<file path="config.mk">
export PLATFORM = sky130hd
export DESIGN_NAME = memory_burst_master
export DESIGN_NICKNAME = d
export VERILOG_FILES = /design/src/rtl/memory_burst_master.sv
export SDC_FILE = /design/constraint.sdc
export NUM_CORES = 1
export LEC_CHECK = 0
export ABC_CLOCK_PERIOD_IN_PS = 4220
export CAP_MARGIN = 30
export CORE_MARGIN = 2
export CORE_UTILIZATION = 32
export CTS_CLUSTER_DIAMETER = 120
export CTS_CLUSTER_SIZE = 12
export DETAILED_ROUTE_END_ITERATION = 10
export PLACE_DENSITY = 0.86
export SLEW_MARGIN = 15
export SYNTH_ARGS = -nofsm -noshare
export SYNTH_HDL_FRONTEND = slang
export SYNTH_SLANG_ARGS = --single-unit
</file>
<file path="constraint.sdc">
create_clock -name clock -period 4.22 [get_ports clock]
set_clock_uncertainty 0.05 [all_clocks]
set_input_delay 0.422 -clock clock [delete_from_list [all_inputs] [get_ports clock]]
set_output_delay 0.422 -clock clock [all_outputs]
set_load 0.02 [all_outputs]
</file>
<file path="src/rtl/memory_burst_master.sv">
// Avalon-MM burst master: turns core read/write burst requests into avm_* bursts.
// Optional watchdog abort is enabled by defining MEM_MASTER_TIMEOUT_EN.
//
// state   | meaning
// --------+---------------------------------------------------------------
// IDLE    | ready for a request; done/err pulses are presented here
// RD_CMD  | read command on the bus, held until waitrequest drops
// RD_DATA | collecting readdatavalid beats up to the latched length
// WR_DATA | streaming write beats; address/burstcount held for the burst
module memory_burst_master #(
    parameter int ADDR_W    = 19,
    parameter int DATA_W    = 32,
    parameter int MAX_BURST = 8,
    parameter int TMO_CYC   = 255
) (
    input  logic              clock,
    input  logic              reset_n,
    input  logic              req_valid,
    output logic              req_ready,
    input  logic              req_write,
    input  logic [ADDR_W-1:0] req_addr,
    input  logic [3:0]        req_len,
    input  logic              wr_valid,
    output logic              wr_ready,
    input  logic [DATA_W-1:0] wr_data,
    output logic              rd_valid,
    output logic [DATA_W-1:0] rd_data,
    output logic              rd_last,
    output logic              done,
    output logic              err,
    output logic [ADDR_W-1:0] avm_addr,
    output logic              avm_read,
    output logic              avm_write,
    output logic [DATA_W-1:0] avm_writedata,
    output logic [3:0]        avm_burstcount,
    input  logic              avm_waitrequest,
    input  logic [DATA_W-1:0] avm_readdata,
    input  logic              avm_readdatavalid
);

    localparam logic [1:0] IDLE    = 2'd0;
    localparam logic [1:0] RD_CMD  = 2'd1;
    localparam logic [1:0] RD_DATA = 2'd2;
    localparam logic [1:0] WR_DATA = 2'd3;

    localparam logic [3:0] MAX_LEN = 4'(MAX_BURST);
    localparam logic [7:0] TMO_LIM = 8'(TMO_CYC);

    generate
        if (MAX_BURST < 1 || MAX_BURST > 15) begin : g_bad_burst
            $error("memory_burst_master: MAX_BURST must be 1..15");
        end
        if (TMO_CYC < 1 || TMO_CYC > 255) begin : g_bad_tmo
            $error("memory_burst_master: TMO_CYC must be 1..255");
        end
    endgenerate

    logic [1:0]        state;
    logic [ADDR_W-1:0] addr_q;
    logic [3:0]        len_q;
    logic [3:0]        beat_cnt;
    logic              done_q;

    logic [3:0]        len_eff;
    logic              busy;
    logic              rd_beat;
    logic              wr_beat;
    logic              last_beat;
    logic              tmo_hit;

    always_comb begin
        len_eff = req_len;
        if (req_len == 4'd0) begin
            len_eff = 4'd1;
        end else if (req_len > MAX_LEN) begin
            len_eff = MAX_LEN;
        end
    end

    assign busy      = (state != IDLE);
    assign rd_beat   = (state == RD_DATA) && avm_readdatavalid;
    assign wr_beat   = (state == WR_DATA) && wr_valid && !avm_waitrequest;
    assign last_beat = (beat_cnt == (len_q - 4'd1));

    assign req_ready      = (state == IDLE);
    assign avm_read       = (state == RD_CMD);
    assign avm_write      = (state == WR_DATA) && wr_valid;
    assign avm_addr       = busy ? addr_q : '0;
    assign avm_burstcount = busy ? len_q : 4'd0;
    assign avm_writedata  = avm_write ? wr_data : '0;
    assign wr_ready       = wr_beat;
    // Read data is a zero-latency pass-through; zeroed outside a valid beat.
    assign rd_valid       = rd_beat;
    assign rd_data        = rd_beat ? avm_readdata : '0;
    assign rd_last        = rd_beat && last_beat;
    assign done           = done_q;

`ifdef MEM_MASTER_TIMEOUT_EN
    logic [7:0] wdog;
    logic       err_q;
    logic       progress;

    assign progress = ((state == RD_CMD) && !avm_waitrequest) || rd_beat || wr_beat;
    assign tmo_hit  = busy && !progress && (wdog == (TMO_LIM - 8'd1));
    assign err      = err_q;

    always_ff @(posedge clock) begin
        if (!reset_n) begin
            wdog  <= 8'd0;
            err_q <= 1'b0;
        end else begin
            err_q <= tmo_hit;
            if (!busy || progress || tmo_hit) begin
                wdog <= 8'd0;
            end else begin
                wdog <= wdog + 8'd1;
            end
        end
    end
`else
    assign tmo_hit = 1'b0;
    assign err     = 1'b0;
`endif

    always_ff @(posedge clock) begin
        if (!reset_n) begin
            state    <= IDLE;
            addr_q   <= '0;
            len_q    <= 4'd0;
            beat_cnt <= 4'd0;
            done_q   <= 1'b0;
        end else begin
            done_q <= 1'b0;
            case (state)
                IDLE: begin
                    if (req_valid) begin
                        addr_q   <= req_addr;
                        len_q    <= len_eff;
                        beat_cnt <= 4'd0;
                        state    <= req_write ? WR_DATA : RD_CMD;
                    end
                end
                RD_CMD: begin
                    if (!avm_waitrequest) begin
                        state <= RD_DATA;
                    end
                end
                RD_DATA: begin
                    if (rd_beat) begin
                        if (last_beat) begin
                            state    <= IDLE;
                            done_q   <= 1'b1;
                            beat_cnt <= 4'd0;
                        end else begin
                            beat_cnt <= beat_cnt + 4'd1;
                        end
                    end
                end
                WR_DATA: begin
                    if (wr_beat) begin
                        if (last_beat) begin
                            state    <= IDLE;
                            done_q   <= 1'b1;
                            beat_cnt <= 4'd0;
                        end else begin
                            beat_cnt <= beat_cnt + 4'd1;
                        end
                    end
                end
                default: state <= IDLE;
            endcase
            // A timeout only fires on a no-progress cycle, so it never races done.
            if (tmo_hit) begin
                state    <= IDLE;
                beat_cnt <= 4'd0;
            end
        end
    end

endmodule

</file>
==> flow_metrics.env, run 1 <==
export IMPL_run_status="completed"
export IMPL_worst_ep_required_time_ns=3.75
export IMPL_final_setup_tns_ns=0
export IMPL_route_final_wire_length_um=7320
export IMPL_max_freq_ghz=0.332
export IMPL_timing_final_crit_period_ns=3.02
export IMPL_floorplan_die_area_um2=6700
export IMPL_die_w_um=81.9
export IMPL_dr_pass1_iters=4
export IMPL_cts_hold_buffers=0
export IMPL_synth_top_cells_by_count="64 x and2_1, 49 x nand2_1, 30 x dfxtp_1, 27 x a21oi_1, 23 x nor2b_1"
export IMPL_nets=535
export IMPL_dpl_hpwl_um=5810
export IMPL_setup_worst_path_end_class="output pin"
export IMPL_gp_congestion=0.797
export IMPL_nFillCells=477
export IMPL_die_height_um=81.9
export IMPL_final_core_util_pct=66.8
export IMPL_final_min_period_over_clock_period_pct=71.5
export IMPL_drt_first_iter_violations=128
export IMPL_syn_nets=357
export IMPL_grt_overflow_total=0
export IMPL_synth_seq_cells=30
export IMPL_startpoint_to_endpoint_class_of_the_critical_path="reg2out"
export IMPL_antenna_found_initial=0
export IMPL_num_io_pins=189
export IMPL_yosys_warnings=0
export IMPL_core_region_area_um2=5890
export IMPL_critical_path_startpoint_type="flip-flop"
export IMPL_multi_input_area_um2=1240
export IMPL_grt_pass1_vias=2198
export IMPL_cts_root_buffer_cell="clkbuf_8"
export IMPL_grt_pass1_wl_um=10800
export IMPL_synthToLayoutAreaGrowth_pct=103
export IMPL_synthDistinctLibCells=37
export IMPL_max_slew_worst_pin_slew_ns=0.943
export IMPL_leakage_nw=1.48
export IMPL_pin_count_of_the_biggest_net_entering_global_routing=34
export IMPL_postCtsSetupRepairBufs=0
export IMPL_start_util_pct=33.0
export IMPL_synth_sequential_area_ratio_pct=31.0
export IMPL_max_cap_viol_count=0
export IMPL_max_slew_margin_rel_pct=37.0
export IMPL_synthesis_area_per_instance_um2=7.43
export IMPL_yosys_area_top_type_share_pct=31.0
export IMPL_vdd_drop_max_v=0.000206
export IMPL_worst_setup_hold_path_clk_slew_ns=0.07
export IMPL_power_per_cell_area_nw_per_um2=229
export IMPL_summed_instance_area_of_the_synthesized_netlist_um2=1940
export IMPL_number_of_buffers_created_by_cts=5
export IMPL_via_count=2334
export IMPL_post_route_worst_setup_slack_ns=1.20
export IMPL_route_detailed_wl_per_inst_um=14.2
export IMPL_depth_of_the_cts_h_tree=2
export IMPL_timing_final_hold_violations=0
export IMPL_worst_hold_path_type="reg2reg"
export IMPL_syn_instance_count=261
export IMPL_synth_top_cell_by_area="dfxtp_1"
export IMPL_clockBufferDepth=2
export IMPL_antenna_diode_count=0
export IMPL_seq_cell_area_um2=601
export IMPL_drt_drc_violations_left=0
export IMPL_synth_async_sr_flop_share_pct=0
export IMPL_post_drt_via_cell_ratio=4.53
export IMPL_synthFlopType="dfxtp_1"
export IMPL_crit_path_max_fanout=33
export IMPL_drt_antenna_violating_nets=0
export IMPL_setup_violations_final=0
export IMPL_rsz_0062_raised_after_global_routing="false"
export IMPL_global_route_usage_total_pct=21.0
export IMPL_drive_above_1_share_pct=5.00
export IMPL_synth_most_common_cell="and2_1"
export IMPL_post_place_ws_ns=1.28
export IMPL_cp_data_arrival_time_ns=2.54
export IMPL_number_of_slew_limit_violations_in_the_final_report=0
export IMPL_clkSinkCount=30
export IMPL_synth_edf_count=0
export IMPL_synth_top_cells_by_area="dfxtp_1 31%, and2_1 21%, nand2_1 9.5%"
export IMPL_clock_latency_ns=0.28
export IMPL_tritoncts="done"
export IMPL_port_buffers=187
export IMPL_floorplan_rows=28
export IMPL_cts_repair_resized=0
==> sequential cells by signal (all words and copies together) (netlist names) <==
register	flops
addr_q	19
state	2
done	1
len_q	4
beat_cnt	4
==> cells in the final DEF, fill, tap and decap left out, drive strengths merged, types with 2 or more instances in the layout <==
cell type	instances
a21oi	27
and3	2
nand2	50
and2	64
nor2b	23
xnor2	3
nor3b	2
buf	3
clkbuf	6
nand3	3
nor2	9
ha	2
nand3b	3
clkdlybuf4s50	187
o21ai	2
dfxtp	30
nor3	7
inv	3
==> cells by family (layout without fill, tap and decap cells) <==
| logic type | Yosys count | after routing | synth area share (%) |
|---|---|---|---|
| mux | 1 | 1 | 0.516 |
| xor+xnor | 5 | 5 | 3.48 |
| simple gates | 167 | 167 | 49.0 |
| buf+inv | 22 | 201 | 5.16 |
| other cells | 1 | 1 | 0.193 |
| compound gates | 33 | 33 | 9.42 |
| fa+ha+maj | 2 | 2 | 1.29 |
| flops | 30 | 30 | 31.0 |
==> layout make-up <==
type / count / area share (%)
Inverter: 3 / 0.286
Sequential cell: 30 / 15.3
Timing Repair Buffer: 190 / 48.2
Tap cell: 75 / 2.39
Multi-Input combinational cell: 209 / 31.5
Clock buffer: 6 / 2.10
Clock inverter: 2 / 0.318
==> final timing paths <==
check	startpoint	endpoint	slack, ns	cells after the start
worst max register to register	state[1]$_SDFFE_PN0P_	beat_cnt[2]$_SDFFE_PN0P_	2.13	6
worst min-delay path	addr_q[16]$_SDFFE_PN0P_	addr_q[16]$_SDFFE_PN0P_	0.40	2
worst max-delay path	state[1]$_SDFFE_PN0P_	avm_writedata[30]	1.20	3
worst min register to register	addr_q[16]$_SDFFE_PN0P_	addr_q[16]$_SDFFE_PN0P_	0.40	2
==> where the power goes <==
part           switching, mW  internal [mW]  total [mW]
logic                  0.153          0.183       0.336
clock network          0.112          0.131       0.243
registers             0.0188          0.303       0.322
==> critical path: stages, from the launching register on <==
cell             delay, ns
dfxtp_1               0.65
and3_1                0.76
and2_1                0.23
clkdlybuf4s50_1       0.63
==> per-layer routing <==
metal  up-vias  track usage [%]  wire length [um]
li1       1185                -                 -
met1      1027             24.0              2790
met2       106             36.4              3650
met3        16             6.70               716
met4         0             7.83               159
met5         -                0                 0
==> metrics by stage <==
| step | power [mW] | hold slack (ns) | std cells | instance area [um2] |
|---|---|---|---|---|
| detailed placement | 0.667 | 0.392 | 507 | 3840 |
| global route | 0.948 | 0.415 | 515 | 3930 |
| global placement | 0.662 | 0.387 | 507 | 3840 |
| finish | 0.901 | 0.399 | 515 | 3930 |
| floorplan | 0.491 | 0.382 | 261 | 1940 |
| CTS | 0.911 | 0.400 | 515 | 3930 |
Power figures use the tool's default switching activity.
==> run 2, diff against run 1 <==
ABC_CLOCK_PERIOD_IN_PS = 3100   (was 4220)
CORE_UTILIZATION = 30   (was 32)
PLACE_DENSITY = 0.81   (was 0.86)
clock period = 3.1 ns   (was 4.22 ns; I/O delays follow)
==> flow_metrics.env, run 2 (synthesized netlist as in run 1, its figures left out) <==
export IMPL_setup_worst_path_end_class="output pin"
export IMPL_dpl_hpwl_um=5640
export IMPL_critical_path_max_stage_delay_ns=0.61
export IMPL_startpoint="len_q[0]$_SDFFE_PN0P_"
export IMPL_final_setup_tns_ns=0
export IMPL_timing_final_crit_period_ns=2.62
export IMPL_grt_pass1_vias=2260
export IMPL_worst_path_dominant_cell_family="buffers and inverters"
export IMPL_worstPathBufferInverterCount=2
export IMPL_cts_root_buffer_cell="clkbuf_8"
export IMPL_drt_antenna_violating_nets=0
export IMPL_floorplan_rows=29
export IMPL_antenna_found_initial=0
export IMPL_cts_hold_buffers=0
export IMPL_tritoncts="done"
export IMPL_rsz_0062_raised_after_global_routing="false"
export IMPL_start_util_pct=30.7
export IMPL_timing_final_hold_violations=0
export IMPL_grt_overflow_total=0
export IMPL_crit_path_max_fanout=4
export IMPL_seq_cell_area_um2=601
export IMPL_timing_rr_end="len_q[0]$_SDFFE_PN0P_"
export IMPL_cp_num_cells=6
export IMPL_dr_pass1_iters=4
export IMPL_crit_slowest_cell="clkdlybuf4s50_1"
export IMPL_cp_endpoint="rd_last"
export IMPL_clkSinkCount=30
export IMPL_gp_congestion=0.807
export IMPL_number_of_slew_limit_violations_in_the_final_report=0
export IMPL_max_freq_ghz=0.382
export IMPL_max_slew_margin_rel_pct=40.6
export IMPL_grt_pass1_wl_um=11400
export IMPL_drt_drc_violations_left=0
export IMPL_route_final_wire_length_um=7190
export IMPL_synthToLayoutAreaGrowth_pct=106
export IMPL_setup_violations_final=0
export IMPL_pin_count_of_the_biggest_net_entering_global_routing=37
export IMPL_cp_data_arrival_time_ns=2.26
export IMPL_core_region_area_um2=6310
export IMPL_cts_repair_resized=0
export IMPL_die_height_um=84.4
export IMPL_worst_ep_required_time_ns=2.74
export IMPL_worst_hold_path_type="reg2reg"
export IMPL_rr_startpoint="state[1]$_SDFFE_PN0P_"
export IMPL_via_count=2319
export IMPL_final_min_period_over_clock_period_pct=84.4
export IMPL_max_slew_worst_pin_slew_ns=0.891
export IMPL_registers_top_by_ff_count="addr_q"
export IMPL_floorplan_die_area_um2=7120
export IMPL_number_of_buffers_created_by_cts=5
export IMPL_nets=536
export IMPL_port_buffers=187
export IMPL_biggest_registers_after_layout="addr_q: 19 flops, beat_cnt: 4 flops, len_q: 4 flops"
export IMPL_vdd_drop_max_v=0.000275
export IMPL_post_drt_via_cell_ratio=4.48
export IMPL_timing_critical_path_cells="inv_1 > ha_1 > xor3_2 > nor3_4 > and3_1 > clkdlybuf4s50_1"
export IMPL_layout_cells_most_common="clkdlybuf4s50_1"
export IMPL_antenna_diode_count=0
export IMPL_route_detailed_wl_per_inst_um=13.9
export IMPL_max_cap_viol_count=0
export IMPL_run_status="completed"
export IMPL_leakage_nw=1.51
export IMPL_startpoint_to_endpoint_class_of_the_critical_path="reg2out"
export IMPL_power_per_cell_area_nw_per_um2=347
export IMPL_die_w_um=84.4
export IMPL_drive_above_1_share_pct=5.22
export IMPL_worst_setup_hold_path_clk_slew_ns=0.07
export IMPL_largest_register_ffs=19
export IMPL_depth_of_the_cts_h_tree=2
export IMPL_critical_path_startpoint_type="flip-flop"
export IMPL_multi_input_area_um2=1240
export IMPL_postCtsSetupRepairBufs=0
export IMPL_clockBufferDepth=2
export IMPL_r2r_worst_path_cells=5
export IMPL_final_cell_mix="187 x clkdlybuf4s50_1, 64 x and2_1, 49 x nand2_1, 30 x dfxtp_1, 27 x a21oi_1"
export IMPL_drt_first_iter_violations=91
export IMPL_global_route_usage_total_pct=19.8
export IMPL_holdPathStages=2
export IMPL_p_total_mw=1.38
export IMPL_rrSetupSlack_ns=1.13
export IMPL_clock_latency_ns=0.28
export IMPL_num_io_pins=189
export IMPL_nFillCells=565
-- run 2: layer usage --
layer | vias up | share of wire [%] | track usage, %
li1 | 1184 | - | -
met1 | 1044 | 40 | 22.8
met2 | 85 | 52 | 36.0
met3 | 6 | 7.3 | 5.70
met4 | 0 | 0.85 | 4.62
met5 | - | 0 | 0
-- run 2: worst register-to-register path: stages (launching register included) --
cell and delay, ns:
dfxtp_1 0.46, nor2_4 0.53, nand2_1 0.11, buf_4 0.24, or3_1 0.38, a21oi_1 0.13
-- run 2: worst min-delay path by stage --
| stage | slack, ns | start | to |
|---|---|---|---|
| 3_5_place_dp | 0.39 | addr_q[11]$_SDFFE_PN0P_ | addr_q[11]$_SDFFE_PN0P_ |
| 5_1_grt | 0.42 | addr_q[8]$_SDFFE_PN0P_ | addr_q[8]$_SDFFE_PN0P_ |
| 2_1_floorplan | 0.38 | addr_q[0]$_SDFFE_PN0P_ | addr_q[0]$_SDFFE_PN0P_ |
| 6_report | 0.40 | addr_q[5]$_SDFFE_PN0P_ | addr_q[5]$_SDFFE_PN0P_ |
| 3_3_place_gp | 0.39 | addr_q[12]$_SDFFE_PN0P_ | addr_q[12]$_SDFFE_PN0P_ |
| 4_1_cts | 0.40 | addr_q[11]$_SDFFE_PN0P_ | addr_q[11]$_SDFFE_PN0P_ |
-- run 2: power by group --
part	internal [mW]	switching (mW)	leakage (nW)	total, mW
combinational	0.250	0.207	1.19	0.457
sequential	0.413	0.0248	0.245	0.438
clock	0.343	0.147	0.0714	0.489
total	1.01	0.378	1.51	1.38
-- run 2: final cells by class --
cell class,instances,area share (%)
repair buffers,191,47.6
multi-input cells,209,31.0
flip-flops and latches,30,15.0
well taps,77,2.41
clock buffers,6,2.07
clock inverters,2,1.50
inverters,3,0.282
-- run 2: per-stage QoR --
stage	util, %	worst slack (ns)	instance area, um2	std cells	hold WS, ns
2_1_floorplan	-	1.36	1940	261	0.382
3_3_place_gp	61.0	0.704	3850	510	0.388
3_5_place_dp	61.0	0.700	3850	510	0.393
4_1_cts	63.2	0.460	3990	518	0.403
5_1_grt	63.2	0.322	3990	518	0.419
6_report	63.2	0.485	3990	518	0.399
==> run 3, diff against run 2 <==
ABC_CLOCK_PERIOD_IN_PS = 2300   (was 3100)
CORE_UTILIZATION = 27   (was 30)
PLACE_DENSITY = 0.77   (was 0.81)
clock period = 2.3 ns   (was 3.1 ns; I/O delays follow)
==> flow_metrics.env, run 3 (synthesized netlist as in run 1, its figures left out) <==
export IMPL_run_status="completed"
export IMPL_layout_cells_most_common="clkdlybuf4s50_1"
export IMPL_max_slew_worst_pin_slew_ns=0.576
export IMPL_p_total_mw=1.64
export IMPL_pin_count_of_the_biggest_net_entering_global_routing=34
export IMPL_leakage_nw=1.52
export IMPL_num_io_pins=189
export IMPL_grt_overflow_total=0
export IMPL_grt_pass1_vias=2116
export IMPL_grt_pass1_wl_um=10100
export IMPL_cts_root_buffer_cell="clkbuf_8"
export IMPL_dr_pass1_iters=4
export IMPL_postCtsSetupRepairBufs=0
export IMPL_timing_final_hold_violations=0
export IMPL_via_count=2330
export IMPL_drt_antenna_violating_nets=0
export IMPL_gp_congestion=0.744
export IMPL_drive_above_1_share_pct=6.29
export IMPL_final_min_period_over_clock_period_pct=94.4
export IMPL_post_drt_via_cell_ratio=4.31
export IMPL_drt_first_iter_violations=42
export IMPL_worst_ep_required_time_ns=2.02
export IMPL_seq_cell_area_um2=603
export IMPL_nets=540
export IMPL_drt_drc_violations_left=0
export IMPL_place_detailed_instances=533
export IMPL_max_slew_margin_rel_pct=61.5
export IMPL_pwr_share_clk_pct=26.0
export IMPL_clock_latency_ns=0.27
export IMPL_biggest_registers_after_layout="addr_q: 19 flops, beat_cnt: 4 flops, len_q: 4 flops"
export IMPL_worst_setup_hold_path_clk_slew_ns=0.06
export IMPL_floorplan_die_area_um2=7880
export IMPL_synthToLayoutAreaGrowth_pct=107
export IMPL_nFillCells=637
export IMPL_worst_hold_path_type="reg2reg"
export IMPL_global_route_usage_total_pct=16.4
export IMPL_port_buffers=187
export IMPL_cp_data_arrival_time_ns=1.89
export IMPL_clkSinkCount=30
export IMPL_pwr_share_comb_pct=38.2
export IMPL_critical_path_startpoint_type="flip-flop"
export IMPL_die_w_um=88.8
export IMPL_timing_final_crit_period_ns=2.17
export IMPL_start_util_pct=28.2
export IMPL_max_freq_ghz=0.461
export IMPL_max_cap_viol_count=0
export IMPL_tritoncts="done"
export IMPL_dpl_hpwl_um=5710
export IMPL_multi_input_area_um2=1240
export IMPL_clockBufferDepth=2
export IMPL_depth_of_the_cts_h_tree=2
export IMPL_route_detailed_wl_per_inst_um=12.7
export IMPL_final_setup_tns_ns=0
export IMPL_cts_hold_buffers=0
export IMPL_setup_worst_path_end_class="output pin"
export IMPL_switchingPower_mw=0.495
export IMPL_floorplan_rows=30
export IMPL_power_share_switching_pct=30.2
export IMPL_number_of_slew_limit_violations_in_the_final_report=0
export IMPL_number_of_buffers_created_by_cts=5
export IMPL_setup_violations_final=0
export IMPL_die_height_um=88.8
export IMPL_internal_power_contribution_mw=1.15
export IMPL_crit_path_max_fanout=27
export IMPL_power_frac_seq_pct=35.8
export IMPL_antenna_found_initial=0
export IMPL_final_cell_mix="186 x clkdlybuf4s50_1, 64 x and2_1, 49 x nand2_1, 28 x dfxtp_1, 27 x a21oi_1"
export IMPL_largest_register_ffs=19
export IMPL_rsz_0062_raised_after_global_routing="false"
export IMPL_final_core_util_pct=58.5
export IMPL_startpoint_to_endpoint_class_of_the_critical_path="reg2out"
export IMPL_antenna_diode_count=0
export IMPL_vdd_drop_max_v=0.000359
export IMPL_registers_top_by_ff_count="addr_q"
export IMPL_final_instance_count_excl_fill=541
export IMPL_route_final_wire_length_um=6860
export IMPL_power_per_cell_area_nw_per_um2=408
export IMPL_core_region_area_um2=6870
==> run 3: cell types whose count changed in the layout (fill, tap and decap cells not counted) <==
cell / before / now
dfxtp_1: 30 / 28
bufinv_16: 2 / 0
clkinv_2: 0 / 1
dlygate4sd2_1: 0 / 1
clkbuf_1: 0 / 1
dfxtp_2: 0 / 2
buf_4: 4 / 6
buf_12: 0 / 2
clkdlybuf4s50_1: 187 / 186
==> run 3: cell type report <==
cell class / count / share of cell area, %
clock buffer: 7 / 2.15
inverter: 3 / 0.280
timing repair buffer: 195 / 48.6
multi-input combinational: 209 / 30.8
clock inverter: 1 / 0.124
tap: 96 / 2.99
sequential: 30 / 15.0
==> run 3: through the flow <==
stage / instance area (um2) / hold slack (ns) / setup slack (ns)
finish: 4020 / 0.399 / 0.129
global route: 4020 / 0.415 / 0.0168
CTS: 4020 / 0.402 / 0.00925
detailed placement: 3930 / 0.393 / 0.130
global placement: 3930 / 0.388 / 0.164
floorplan: 1940 / 0.316 / 0.638
==> run 3: power by group through the flow <==
| stage | clock (mW) | combinational (mW) | sequential (mW) |
|---|---|---|---|
| 2_1_floorplan | 0 | 0.317 | 0.585 |
| 3_3_place_gp | 0 | 0.628 | 0.597 |
| 3_5_place_dp | 0 | 0.635 | 0.598 |
| 4_1_cts | 0.446 | 0.638 | 0.587 |
| 5_1_grt | 0.480 | 0.681 | 0.594 |
| 6_report | 0.427 | 0.627 | 0.587 |
==> run 3: repair_timing <==
item                                    in CTS  in global routing
gates resized for setup                      2                  1
endpoints found under the setup margin      27                 75
pin swaps                                    0                  0
==> run 3: path summary, 6_finish.rpt <==
path,startpoint,end,slack [ns],cells after the start
worst max register to register,len_q[0]$_SDFFE_PN0P_,beat_cnt[3]$_SDFFE_PN0P_,0.53,8
worst min register to register,addr_q[0]$_SDFFE_PN0P_,addr_q[0]$_SDFFE_PN0P_,0.40,2
worst min-delay path,addr_q[0]$_SDFFE_PN0P_,addr_q[0]$_SDFFE_PN0P_,0.40,2
worst max-delay path,state[0]$_SDFFE_PN0P_,rd_data[4],0.13,4
==> run 3: critical path, cell delays in order, from the launching register on <==
cell	delay [ns]
dfxtp_2	0.39
and3b_1	0.31
buf_12	0.17
and2_1	0.15
clkdlybuf4s50_1	0.60
==> run 3: layer usage <==
layer | part of all wire [%] | up-vias | global-route usage (%)
li1 | - | 1191 | -
met1 | 38 | 1017 | 17.7
met4 | 2.4 | 0 | 5.23
met3 | 8.0 | 12 | 4.48
met5 | 0 | - | 0
met2 | 51 | 110 | 30.7
